`config.mk`:
```
export PLATFORM = sky130hd
export DESIGN_NAME = main_pc
export DESIGN_NICKNAME = d
export VERILOG_FILES = /design/src/rtl/main_pc.sv
export SDC_FILE = /design/constraint.sdc
export NUM_CORES = 1
export LEC_CHECK = 0
export ABC_AREA = 1
export BUFFER_PORTS_ARGS = -buffer_cell sky130_fd_sc_hd__buf_2
export CORE_ASPECT_RATIO = 1.4
export CORE_MARGIN = 3
export CORE_UTILIZATION = 30
export CTS_BUF_LIST = sky130_fd_sc_hd__clkbuf_8
export DETAILED_ROUTE_END_ITERATION = 6
export HOLD_SLACK_MARGIN = 0.08
export SLEW_MARGIN = 30
export SYNTH_ARGS = -nofsm -noshare
export SYNTH_HDL_FRONTEND = slang
export SYNTH_SLANG_ARGS = --single-unit
```
`constraint.sdc`:
```
create_clock -name CLK -period 1.3 [get_ports CLK]
set_clock_uncertainty 0.05 [all_clocks]
set_input_delay 0.39 -clock CLK [delete_from_list [all_inputs] [get_ports CLK]]
set_output_delay 0.39 -clock CLK [all_outputs]
set_load 0.01 [all_outputs]
```
`src/rtl/main_pc.sv`:
```
// Program counter for the RAT MCU: holds the current instruction address and
// either loads from a 4-way source mux, increments, or holds on each clock.
module main_pc #(
    parameter int unsigned           WIDTH        = 10,
    parameter logic [WIDTH-1:0]      INTR_VECTOR  = '1,
    parameter logic [WIDTH-1:0]      RESET_VECTOR = '0
) (
    input  logic             CLK,
    input  logic             RST,
    input  logic             PC_LD,
    input  logic             PC_INC,
    input  logic [1:0]       PC_MUX_SEL,
    input  logic [WIDTH-1:0] FROM_IMMED,
    input  logic [WIDTH-1:0] FROM_STACK,
    output logic [WIDTH-1:0] PC_COUNT
);

    typedef enum logic [1:0] {
        SEL_IMMED = 2'd0,
        SEL_STACK = 2'd1,
        SEL_INTR  = 2'd2,
        SEL_RESET = 2'd3
    } pc_sel_t;

    logic [WIDTH-1:0] mux_out;

    // Unknown selects fall through to the reset vector.
    always_comb begin
        mux_out = RESET_VECTOR;
        case (pc_sel_t'(PC_MUX_SEL))
            SEL_IMMED: mux_out = FROM_IMMED;
            SEL_STACK: mux_out = FROM_STACK;
            SEL_INTR:  mux_out = INTR_VECTOR;
            SEL_RESET: mux_out = RESET_VECTOR;
            default:   mux_out = RESET_VECTOR;
        endcase
    end

    always_ff @(posedge CLK or negedge RST) begin
        if (!RST) begin
            PC_COUNT <= RESET_VECTOR;
        end else if (PC_LD) begin
            PC_COUNT <= mux_out;
        end else if (PC_INC) begin
            PC_COUNT <= PC_COUNT + WIDTH'(1);
        end
    end

endmodule

```
==> reports/qor.csv, run 1 <==
metric;value;unit
status;finished with violations;
violated checks;setup timing;
leakage power;0.6643;nW
core region area;2444;um^2
share of the synthesized area in the top cell type;0.3160;
Rows;21;
Placed Cells;204;
grt ovf;0;
CP bufs+invs;2;
clk sink count;10;
multiplexer area fraction after synthesis;0;
Initial Utilization;0.3241;
most frequent cells in the layout;buf_2 (32), nand2_1 (29), nor2_1 (20);
WS Path Type;flop to output pin;
Synth Area in Simple Gates;0.3712;
number of synthesis warnings;0;
area of the multi-input gates;520.5;um^2
Synth area leaders;dfrtp_1 (32%), nand2_1 (15%), nor2_1 (10%);
routed via count;1010;
crit start category;flop;
gr usage total;0.1748;
die height;66.80;um
actual slew at the worst max-slew pin;0.2308;ns
DRT iter0 DRCs;24;
Pre-antenna DRT Iters;4;
Buffers on Ports;35;
TritonCTS clock tree;built;
Fillers;238;
Distinct cells, synth;25;
sequential area share after synthesis;0.3160;
register area;252.7;um^2
DRC viols;0;
crit path max fanout;3;
Tcrit/Tclk final;1.047;
main combinational cell family by area after synthesis;simple AND/OR/NAND/NOR gates;
Max Clock Freq;734.5;MHz
Avg Vias per Cell;4.698;
XOR/XNOR share of the synthesized area;0;
Clock H-tree levels;1;
CTS Buf Count;3;
Syn Std Cell Area;792.0;um^2
antenna violations before repair;0;
synthesized area per cell;6.439;um^2
largest reg by FF count;PC_COUNT;
compound-cell area share of the yosys netlist;0.2054;
Max-slew headroom;0.8447;
Top delay family on crit path;flip-flops;
layout cells sized above 1;0.4254;
commonest non-fill, non-tap cell in the layout;buf_2;
Inserted Diodes;0;
post-DP HPWL;2047;um
number of global-route vias before repair;1104;
Adder-Cell Fraction of Synth Area;0.01580;
slowest stage delay, CP;0.44;ns
GPL Wtd Cong;0.7808;
pin count of the biggest net entering global routing;11;
min Tclk post-route;1.361;ns
DIE AREA;3301;um^2
#FFs+latches synth;10;
final hold violation count;0;
num ports;36;
max-cap viol count;0;
fin util;0.5264;
Crit. End Element;output pin;
largest registers;PC_COUNT: 10 flops;
CP max-delay cell;dfrtp_2;
Power Dens Cells;954.6;nW/um^2
cell mode on critical path;buf_6;
Worst Hold Class;input pin to flop;
max-slew violations;0;
DRT Wirelength;2612;um
first-pass GRT wire length;4478;um
Final #Nets;209;
Peak VDD IR;0.3985;mV
Critical Path RT;0.86;ns
Layout area overhead;62.40;%
RSZ-0062 raised after global routing;true;
Bufs on Longest Clock Path;2;
Mapped Cells;123;
syn_nets;150;
Detail Route Antenna Nets;0;
post-synth top area cell;dfrtp_1;
worst path cell trace;buf_6, buf_6;
post-DR wirelength/cell;12.15;um
# setup viols final;3;
post-route setup slack;-0.06150;ns
Worst-path clk slew;0.05;ns
die width;49.43;um
Critical Path AT;0.92;ns
clock root buffer;clkbuf_8;
final std cells w/o fill;215;
worst-skew pair later-pin latency;0.24;ns
flip-flop count of the largest register after layout;10;
## power by group
part           leakage [nW]  switching (mW)  internal (mW)  total [mW]
Sequential            0.111          0.0509          0.356       0.407
Clock                0.0269           0.122          0.207       0.328
Combinational         0.526           0.250          0.242       0.492
## worst reg2reg max path: cells and delay by family (launching register included)
kind	cells	cell delay (ns)
AND/OR/NAND/NOR	5	0.40
adder cells (fa/ha/maj)	1	0.18
buffers and inverters	2	0.15
flip-flops	1	0.44
## timing repair
| action | CTS | global route |
|---|---|---|
| hold endpoints to repair | 10 | 0 |
| buffers inserted | 5 | 1 |
| hold buffers | 1 | 0 |
| pin swaps | 5 | 5 |
| setup endpoints to repair | 5 | 11 |
| resized for setup | 13 | 6 |
## through the flow
stage	area, um^2	total power [mW]	hold WS (ns)	TNS, ns	worst slack (ns)
detailed placement	1105	0.7905	0.2163	-0.08140	-0.05419
floorplan	798.3	0.5977	0.04441	0	0.03448
CTS	1256	1.210	0.4494	-0.1018	-0.04070
finish	1286	1.228	0.4407	-0.1303	-0.06150
global placement	1105	0.7815	0.2132	-0.003683	-0.003683
global route	1286	1.303	0.4858	-0.4250	-0.07304
## cell usage after synthesis, drive strengths merged
| cell type | count |
|---|---|
| nand2 | 32 |
| nor2 | 22 |
| inv | 13 |
| a21oi | 11 |
| o21ai | 11 |
| dfrtp | 10 |
| nand3 | 9 |
| buf | 3 |
| nand4 | 2 |
| nor3 | 2 |
| a211o | 1 |
| a31oi | 1 |
| ha | 1 |
| nand3b | 1 |
| nor4 | 1 |
| o211ai | 1 |
| o21bai | 1 |
| o31ai | 1 |
## worst paths after layout
path                               start          end  slack (ns)  depth (start not counted)
min                        FROM_IMMED[0]  PC_COUNT[0]        0.44                          5
min in group asynchronous            RST  PC_COUNT[4]        0.49                          2
max reg2reg                  PC_COUNT[0]  PC_COUNT[4]       -0.03                          8
max in group asynchronous            RST  PC_COUNT[2]        0.49                          2
max                          PC_COUNT[0]  PC_COUNT[0]       -0.06                          2
min reg2reg                  PC_COUNT[8]  PC_COUNT[8]        0.52                          2
## area by class of cell
| cell class | instances | share of cell area |
|---|---|---|
| well taps | 34 | 0.03307 |
| inverters | 13 | 0.03794 |
| clock buffers | 3 | 0.03210 |
| clock inverters | 1 | 0.002918 |
| repair buffers | 57 | 0.2928 |
| multi-input cells | 97 | 0.4047 |
| flip-flops and latches | 10 | 0.1965 |
## cells by family (layout without fill, tap and decap cells)
family / count (synthesis) / in the layout
flops: 10 / 10
compound gates: 27 / 27
fa+ha+maj: 1 / 1
simple gates: 69 / 69
buf+inv: 16 / 74
## metal layers
layer | GRT usage | share of wire | up-vias
met1 | 0.1614 | 0.38 | 450
met5 | 0 | 0 | -
met4 | 0.1246 | 0.024 | 0
met2 | 0.3507 | 0.56 | 31
met3 | 0.01566 | 0.039 | 6
li1 | - | - | 523
No activity file was read; power rests on OpenSTA's default activity.
==> inputs of run 2 (changes only) <==
--- a/config.mk
+++ b/config.mk
@@ -9,7 +9,7 @@
 export BUFFER_PORTS_ARGS = -buffer_cell sky130_fd_sc_hd__buf_2
 export CORE_ASPECT_RATIO = 1.4
 export CORE_MARGIN = 3
-export CORE_UTILIZATION = 30
+export CORE_UTILIZATION = 25
 export CTS_BUF_LIST = sky130_fd_sc_hd__clkbuf_8
 export DETAILED_ROUTE_END_ITERATION = 6
 export HOLD_SLACK_MARGIN = 0.08
==> run 2 against run 1 <==
Sequential cell count stayed put. Critical path depth is 3 higher. Sequential power is 2% lower. Critical endpoint is now PC_COUNT[2]. Maximum frequency is 4.3% higher. Critical path type is now flop to flop. Global-route usage is 2.5 points lower. Sequential share of layout area hardly changed. Final cell count is 0.93% higher. The run still ends with setup timing left. Via count is 3.6% higher. Combinational power is 2% higher. Largest cell class unchanged.
==> reports/qor.csv, run 2 (same netlist as run 1, synthesis figures left out) <==
metric;value;unit;change
status;finished with violations;;
violated checks;setup timing;;
crit start category;flop;;
worst hold slack;0.4023;ns;-0.03832 ns
Worst-path clk slew;0.05;ns;about the same
number of global-route vias before repair;996;;-9.8%
post-DR wirelength/cell;12.65;um;+4.1%
Pre-antenna DRT Iters;4;;unchanged
DRT iter0 DRCs;33;;+38%
WHS Path Cells;2;;-3
final hold violation count;0;;unchanged
Initial Utilization;0.2698;;-0.05430
Tcrit/Tclk final;1.004;;-0.04342
WS Path Type;flop to flop;;
antenna violations before repair;0;;unchanged
Crit. End Element;flop;;
# setup viols final;1;;-2
layout cells sized above 1;0.4389;;+0.01347
hold endpoint;PC_COUNT[2];;
Inserted Diodes;0;;unchanged
Final #Nets;208;;-0.48%
gr usage total;0.1496;;-0.02517
flip-flop count of the largest register after layout;10;;unchanged
Peak VDD IR;0.5209;mV;+31%
post-DP HPWL;1931;um;-5.7%
pin count of the biggest net entering global routing;13;;+2
grt ovf;0;;unchanged
RSZ-0062 raised after global routing;true;;
most frequent cells in the layout;buf_2 (33), nand2_1 (28), nor2_1 (20);;
core region area;2935;um^2;+20%
min Tclk post-route;1.305;ns;-0.05644 ns
Power Dens Cells;1012;nW/um^2;+6.0%
max-cap viol count;0;;unchanged
Detail Route Antenna Nets;0;;unchanged
first-pass GRT wire length;4291;um;-4.2%
origin of the worst setup path;PC_COUNT[1];;
Max-slew headroom;0.7991;;-0.04557
worst-skew pair later-pin latency;0.24;ns;about the same
die height;72.60;um;+8.7%
Critical Path RT;1.37;ns;+0.51 ns
DIE AREA;3889;um^2;+18%
largest reg by FF count;PC_COUNT;;
post-route setup slack;-0.005054;ns;+0.05644 ns
Critical Path AT;1.37;ns;+0.45 ns
GPL Wtd Cong;0.8118;;+4.0%
largest registers;PC_COUNT: 10 flops;;
die width;53.57;um;+8.4%
clock root buffer;clkbuf_8;;
actual slew at the worst max-slew pin;0.2993;ns;+0.06848 ns
leakage power;0.6572;nW;-1.1%
R2R depth;5;;-3
TritonCTS clock tree;built;;
Buffers on Ports;35;;unchanged
num ports;36;;unchanged
crit path max fanout;4;;+1
worst reg2reg setup slack;-0.005;ns;+0.02 ns
DRC viols;0;;unchanged
fin util;0.4378;;-0.08860
commonest non-fill, non-tap cell in the layout;buf_2;;
Rows;23;;+9.5%
clk sink count;10;;unchanged
Clock H-tree levels;1;;unchanged
Bufs on Longest Clock Path;2;;unchanged
max-slew violations;0;;unchanged
RR Endpoint;PC_COUNT[2];;
DRT Wirelength;2745;um;+5.1%
Layout area overhead;62.24;%;about the same
Worst Hold Class;input pin to flop;;
Reg-to-Reg Start;PC_COUNT[1];;
routed via count;1046;;+3.6%
CTS Buf Count;3;;unchanged
Avg Vias per Cell;4.820;;+2.6%
Max Clock Freq;766.3;MHz;+4.3%
HP Start;PC_LD;;
[run 2: critical path, cell delays in order (launching register included)]
cell	delay, ns
dfrtp_1	0.41
ha_2	0.21
buf_4	0.13
a211o_1	0.25
o21ai_1	0.08
a21oi_1	0.05
[run 2: stage by stage]
step	setup slack, ns	cells	setup TNS (ns)	total power [mW]	cell area, um^2
2_1_floorplan	0.03448	123	0	0.5977	798.3
3_3_place_gp	-0.001290	203	-0.001290	0.7670	1079
3_5_place_dp	-0.02985	203	-0.06333	0.7739	1079
4_1_cts	-0.0003384	215	-0.0003384	1.268	1242
5_1_grt	-0.06384	217	-0.2913	1.372	1285
6_report	-0.005054	217	-0.005054	1.300	1285
[run 2: metal layers]
layer  GRT usage  routed length, um
met4      0.1051                104
met3     0.02045                181
met2      0.2592               1388
met5           0                  0
met1      0.1603               1069
[run 2: repair_timing]
| action | CTS | global route |
|---|---|---|
| buffers inserted | 7 | 2 |
| resized for setup | 13 | 6 |
| endpoints found under the hold margin | 10 | 0 |
| hold buffers | 1 | 0 |
| pin swaps | 5 | 6 |
| endpoints found under the setup margin | 5 | 10 |
[run 2: worst max-delay path by stage]
stage | end | cells after the start | slack [ns]
after detailed placement | PC_COUNT[4] | 5 | -0.03
after global placement | PC_COUNT[8] | 7 | -0.001
final | PC_COUNT[2] | 5 | -0.005
after CTS | PC_COUNT[2] | 5 | -0.0003
after floorplan | PC_COUNT[8] | 7 | 0.03
after global routing | PC_COUNT[8] | 7 | -0.06
[run 2: final cells by class]
cell class	count	area (um^2)
clock buffer	4	55.05
inverter	13	48.80
fill	305	1650
tap	37	46.29
timing repair buffer	56	355.3
sequential	10	252.7
multi-input combinational	97	526.8
[run 2: power breakdown]
group / total (mW) / internal (mW) / switching, mW
clock: 0.399 / 0.267 / 0.132
combinational: 0.501 / 0.241 / 0.260
sequential: 0.400 / 0.356 / 0.0436
total: 1.30 / 0.864 / 0.436
